`config.mk`:
```
export PLATFORM = sky130hd
export DESIGN_NAME = counter_sequencer_flat
export DESIGN_NICKNAME = d
export VERILOG_FILES = /design/src/rtl/counter_sequencer_if.sv /design/src/rtl/counter_sequencer.sv /design/src/flat_wrapper.sv
export SDC_FILE = /design/constraint.sdc
export NUM_CORES = 1
export LEC_CHECK = 0
export ABC_AREA = 0
export BUFFER_PORTS_ARGS = -buffer_cell sky130_fd_sc_hd__buf_2
export CORE_ASPECT_RATIO = 1.2
export CORE_MARGIN = 2
export CORE_UTILIZATION = 47
export DETAILED_ROUTE_END_ITERATION = 7
export GPL_TIMING_DRIVEN = 0
export PLACE_DENSITY = 0.73
export SKIP_CTS_REPAIR_TIMING = 1
export SLEW_MARGIN = 15
export SYNTH_ARGS = -nofsm -noshare
export SYNTH_HDL_FRONTEND = slang
export SYNTH_SLANG_ARGS = --single-unit
```
`constraint.sdc`:
```
create_clock -name clk -period 2.2 [get_ports clk]
set_input_delay 0.11 -clock clk [delete_from_list [all_inputs] [get_ports clk]]
set_output_delay 0.11 -clock clk [all_outputs]
set_load 0.01 [all_outputs]
```
`src/rtl/counter_sequencer_if.sv`:
```
// Command channel into the counter sequencer: valid/ready handshake carrying
// the opcode and its argument.
interface counter_sequencer_if #(parameter int WIDTH = 16);
  logic             cmd_valid;
  logic             cmd_ready;
  logic [1:0]       cmd_op;
  logic [WIDTH-1:0] cmd_arg;

  modport master (output cmd_valid, cmd_op, cmd_arg, input cmd_ready);
  modport slave  (input cmd_valid, cmd_op, cmd_arg, output cmd_ready);
endinterface

```
`src/rtl/counter_sequencer.sv`:
```
// Command sequencer for one up/down counter: turns LOAD/UP/DOWN/BOUNCE commands
// into the counter's load strobe, count enable, direction and load data.
module counter_sequencer #(
  parameter int WIDTH = 16
) (
  input  logic             clk,
  input  logic             rst,
  counter_sequencer_if.slave cmd,
  input  logic             pause,
  input  logic             abort,
  input  logic [WIDTH-1:0] cnt_value,
  output logic             cnt_ld_n,
  output logic             cnt_en,
  output logic             cnt_updn,
  output logic [WIDTH-1:0] cnt_data,
  output logic             busy,
  output logic             done,
  output logic             aborted,
  output logic             phase_dn,
  output logic [WIDTH-1:0] steps_left
);

  localparam logic [1:0] S_IDLE = 2'd0;
  localparam logic [1:0] S_LOAD = 2'd1;
  localparam logic [1:0] S_RUN  = 2'd2;
  localparam logic [1:0] S_DONE = 2'd3;

  localparam logic [1:0] OP_LOAD   = 2'd0;
  localparam logic [1:0] OP_DOWN   = 2'd2;
  localparam logic [1:0] OP_BOUNCE = 2'd3;

  logic [1:0]       state;
  logic [1:0]       op;
  logic [WIDTH-1:0] n;
  logic             accept;
  logic             last_step;

  assign cmd.cmd_ready = (state == S_IDLE);
  assign accept        = cmd.cmd_valid && cmd.cmd_ready;

  // Abort masks the strobes in the very cycle it is seen, ahead of pause.
  assign cnt_en    = (state == S_RUN) && !pause && !abort;
  assign cnt_ld_n  = !((state == S_LOAD) && !abort);
  assign busy      = (state != S_IDLE);
  assign done      = (state == S_DONE);
  assign last_step = cnt_en && (steps_left == WIDTH'(1));

  always_ff @(posedge clk or negedge rst) begin
    if (!rst) begin
      state      <= S_IDLE;
      op         <= OP_LOAD;
      n          <= '0;
      cnt_updn   <= 1'b1;
      cnt_data   <= '0;
      aborted    <= 1'b0;
      phase_dn   <= 1'b0;
      steps_left <= '0;
    end else begin
      aborted <= 1'b0;
      case (state)
        S_IDLE: begin
          if (accept) begin
            op       <= cmd.cmd_op;
            n        <= cmd.cmd_arg;
            phase_dn <= 1'b0;
            if (cmd.cmd_op == OP_LOAD) begin
              cnt_data   <= cmd.cmd_arg;
              steps_left <= '0;
              state      <= S_LOAD;
            end else if (cmd.cmd_arg == '0) begin
              // Zero-length run: no strobes, direction left untouched.
              steps_left <= '0;
              state      <= S_DONE;
            end else begin
              steps_left <= cmd.cmd_arg;
              cnt_updn   <= (cmd.cmd_op != OP_DOWN);
              state      <= S_RUN;
            end
          end
        end
        S_LOAD: begin
          if (abort) begin
            aborted <= 1'b1;
            state   <= S_IDLE;
          end else begin
            state <= S_DONE;
          end
        end
        S_RUN: begin
          if (abort) begin
            aborted    <= 1'b1;
            steps_left <= '0;
            phase_dn   <= 1'b0;
            state      <= S_IDLE;
          end else if (last_step) begin
            // BOUNCE turns around with no idle cycle between phases.
            if (op == OP_BOUNCE && !phase_dn) begin
              phase_dn   <= 1'b1;
              cnt_updn   <= 1'b0;
              steps_left <= n;
            end else begin
              phase_dn   <= 1'b0;
              steps_left <= '0;
              state      <= S_DONE;
            end
          end else if (cnt_en) begin
            steps_left <= steps_left - WIDTH'(1);
          end
        end
        default: state <= S_IDLE;
      endcase
    end
  end

  // A completed LOAD must be visible on the counter by the DONE cycle.
  always_ff @(posedge clk) begin
    if (rst && state == S_DONE && op == OP_LOAD)
      assert (cnt_value == cnt_data);
  end

endmodule

```
`src/flat_wrapper.sv`:
```
// flat-port wrapper written by rule: the top's interface ports become plain ports
module counter_sequencer_flat 
#(
  parameter int WIDTH = 16
)
  (clk, rst, pause, abort, cnt_value, cnt_ld_n, cnt_en, cnt_updn, cnt_data, busy, done, aborted, phase_dn, steps_left, cmd_cmd_valid, cmd_cmd_op, cmd_cmd_arg, cmd_cmd_ready);
  counter_sequencer_if #(.WIDTH(WIDTH)) cmd_i ();
  input  logic clk;
  input  logic rst;
  input  logic pause;
  input  logic abort;
  input  logic [WIDTH-1:0] cnt_value;
  output logic cnt_ld_n;
  output logic cnt_en;
  output logic cnt_updn;
  output logic [WIDTH-1:0] cnt_data;
  output logic busy;
  output logic done;
  output logic aborted;
  output logic phase_dn;
  output logic [WIDTH-1:0] steps_left;
  input wire logic [$bits(cmd_i.cmd_valid)-1:0] cmd_cmd_valid;
  input wire logic [$bits(cmd_i.cmd_op)-1:0] cmd_cmd_op;
  input wire logic [$bits(cmd_i.cmd_arg)-1:0] cmd_cmd_arg;
  output wire logic [$bits(cmd_i.cmd_ready)-1:0] cmd_cmd_ready;
  assign cmd_i.cmd_valid = cmd_cmd_valid;
  assign cmd_i.cmd_op = cmd_cmd_op;
  assign cmd_i.cmd_arg = cmd_cmd_arg;
  assign cmd_cmd_ready = cmd_i.cmd_ready;
  counter_sequencer #(.WIDTH(WIDTH)) u_core (.clk(clk), .rst(rst), .cmd(cmd_i), .pause(pause), .abort(abort), .cnt_value(cnt_value), .cnt_ld_n(cnt_ld_n), .cnt_en(cnt_en), .cnt_updn(cnt_updn), .cnt_data(cnt_data), .busy(busy), .done(done), .aborted(aborted), .phase_dn(phase_dn), .steps_left(steps_left));
endmodule
```
==> flow_summary.ini <==
[clocking]
clkTransAtPathRegs_ps = 110
cts_root_buffer = clkbuf_8
cts.path.max_buffers = 2
clk_latency_ps = 310
htreeDepth = 2
numCtsBuffers = 5
cts_tree = built
clock-sinks = 55

[synthesis]
async_reset_ff_frac = 1.000
yosysSeqAreaShare = 0.4681
synth_top_flop_cell = dfrtp_1
synth_cells = 282
avgSynthCellArea_um2 = 10.44
yosysUniqueCellTypes = 49
syn_nets = 327
synth-edff-count = 0
yosys_warnings = 0
ys_seq_elements = 55
syn_area_um2 = 2943

[worst_hold_path]
hold_class = primary input to flip-flop
hp-start = cmd_cmd_arg[8]
whs_path_depth = 2
holdPathEnd = u_core.n[8]

[layout]
nets = 400
drive_above_1_share = 0.3764
antenna_cells = 0
area_growth_pct = 21.39
final_common_cell = buf_2
final_cell_mix = buf_2, dfrtp_1, mux2_2

[sta]
slew_violations = 0
rsz0062_at_grt = yes
finalHoldViolations = 0
post-route-min-period_ps = 2118
period_share = 0.9627
finClkSkew_ps = 15.36
relSlewSlack = 0.5332
finalSetupViolations = 0
tns_ps = 0
max_slew.worst_pin.slew_ps = 700.3
fmax_ghz = 0.4722

[place]
io_buffers = 62
gp_congestion = 0.8652
place_hpwl_um = 5476

[floorplan]
die_width_um = 76.24
rows = 31
io_pins = 79
initial_core_util = 0.4864
die_area_um2 = 6913
die_y_um = 90.68
coreArea_um2 = 6051

[worst_setup_path]
critPathKind = flip-flop to flip-flop
rrSetupSlack_ps = 80
required_ps = 2400
cp-start-kind = flip-flop
worstRegToRegCells = 6
cp-end-kind = flip-flop
reg2reg_from = u_core.steps_left[9]
cpLargestDelayFamily = simple AND/OR/NAND/NOR gates
critPathMaxFanout = 10
cp_slowest_cell = dfrtp_1
crit_arrival_ps = 2320
path_buf_inv = 1
worstReg2RegEnd = u_core.steps_left[5]
cpPeakStageDelay_ps = 480
worstPathCellList = nor4_2, and4_1, buf_2, nor2_1, a221oi_1, a21oi_1

[drt]
final_antenna_net_count = 0
dr.pass1.iters = 5
vias_per_cell = 5.724
drc = 0
wirelength_um = 7334
vias = 2507
drt_iter0_markers = 149
wl_per_cell_um = 16.74

[grt]
grt_max_degree = 56
grt_use_total = 0.2169
first_global_vias = 2466
grt_pass1_wl_um = 12090
antenna_found_initial = 0
overflow = 0

[power]
powerDensity_nw_per_um2 = 1428
p_leak_nw = 1.576
total_power_mw = 5.102
vdd_ir_drop_max_uv = 630.3

[flow_run]
cap_viol_max_count = 0

[outcome]
status = finished clean
sequential cells by signal (all words and copies together) (netlist names):
name / flops
u_core.op: 2
u_core.aborted: 1
u_core.steps_left: 16
u_core.phase_dn: 1
u_core.cnt_data: 16
u_core.state: 2
u_core.n: 16
u_core.cnt_updn: 1
worst max-delay path by stage:
stage,startpoint,endpoint,slack [ps],cells after the start
2_1_floorplan,u_core.state[0],u_core.cnt_data[0],60,6
3_3_place_gp,u_core.state[0],u_core.cnt_data[1],-260,6
3_5_place_dp,u_core.state[0],u_core.cnt_data[14],-310,6
4_1_cts,u_core.state[0],u_core.cnt_data[5],-330,6
5_1_grt,u_core.steps_left[2],u_core.steps_left[10],-80,7
6_report,u_core.steps_left[9],u_core.steps_left[5],80,6
Yosys cell counts (all sizes together) (7+ instances only):
library cell	instances	area share
nand2	10	0.013
nor2	24	0.031
xnor2	8	0.024
o21ai	12	0.020
mux2	36	0.14
inv	7	0.0089
nor4	8	0.019
and3	10	0.021
a22oi	7	0.018
dfrtp	54	0.46
a21oi	32	0.054
worst register-to-register path: stages, from the launching register on:
cell and delay (ps):
dfrtp_1 480, nor4_2 450, and4_1 330, buf_2 210, nor2_1 110, a221oi_1 310
a21oi_1 120
power breakdown:
part / internal (mW) / switching [mW]
clock network: 0.258 / 0.344
registers: 1.53 / 0.447
logic: 1.16 / 1.36
metrics by stage:
step / instance area, um2 / std cells / hold slack [ps] / util / setup slack, ps
after floorplan: 2943 / 282 / -185.6 / - / 60.63
after global placement: 3356 / 426 / 404.7 / 0.5546 / -255.1
after detailed placement: 3358 / 426 / 203.5 / 0.5550 / -313.0
after CTS: 3457 / 434 / -141.5 / 0.5713 / -333.0
after global routing: 3572 / 438 / 85.31 / 0.5904 / -75.76
final: 3572 / 438 / 91.12 / 0.5904 / 82.12
cells by family (layout without fill, tap and decap cells):
group / count (synthesis) / after routing / synth area share
buffers and inverters: 19 / 93 / 0.03104
DFF: 55 / 55 / 0.4681
muxes: 37 / 37 / 0.1412
xor gates and xnor gates: 8 / 8 / 0.02381
adders and majority gates: 6 / 6 / 0.02551
and+or+nand+nor: 86 / 86 / 0.1628
AOI/OAI and AO/OA: 71 / 71 / 0.1475
layout make-up:
cell class / instances / area, um2
buffer: 11 / 70.07
fill: 557 / 2479
multi-input combinational: 208 / 1541
inverter: 7 / 26.28
clock inverter: 2 / 16.27
clock buffer: 6 / 82.58
sequential: 55 / 1380
tap: 82 / 102.6
timing repair buffer: 67 / 352.8
per-layer routing:
| layer | global-route usage | up-vias | part of all wire |
|---|---|---|---|
| met5 | 0 | - | 0 |
| met1 | 0.2862 | 1206 | 0.42 |
| met2 | 0.3643 | 100 | 0.51 |
| li1 | - | 1188 | - |
| met3 | 0.03600 | 13 | 0.056 |
| met4 | 0.06970 | 0 | 0.013 |
No activity file was read; power rests on OpenSTA's default activity.
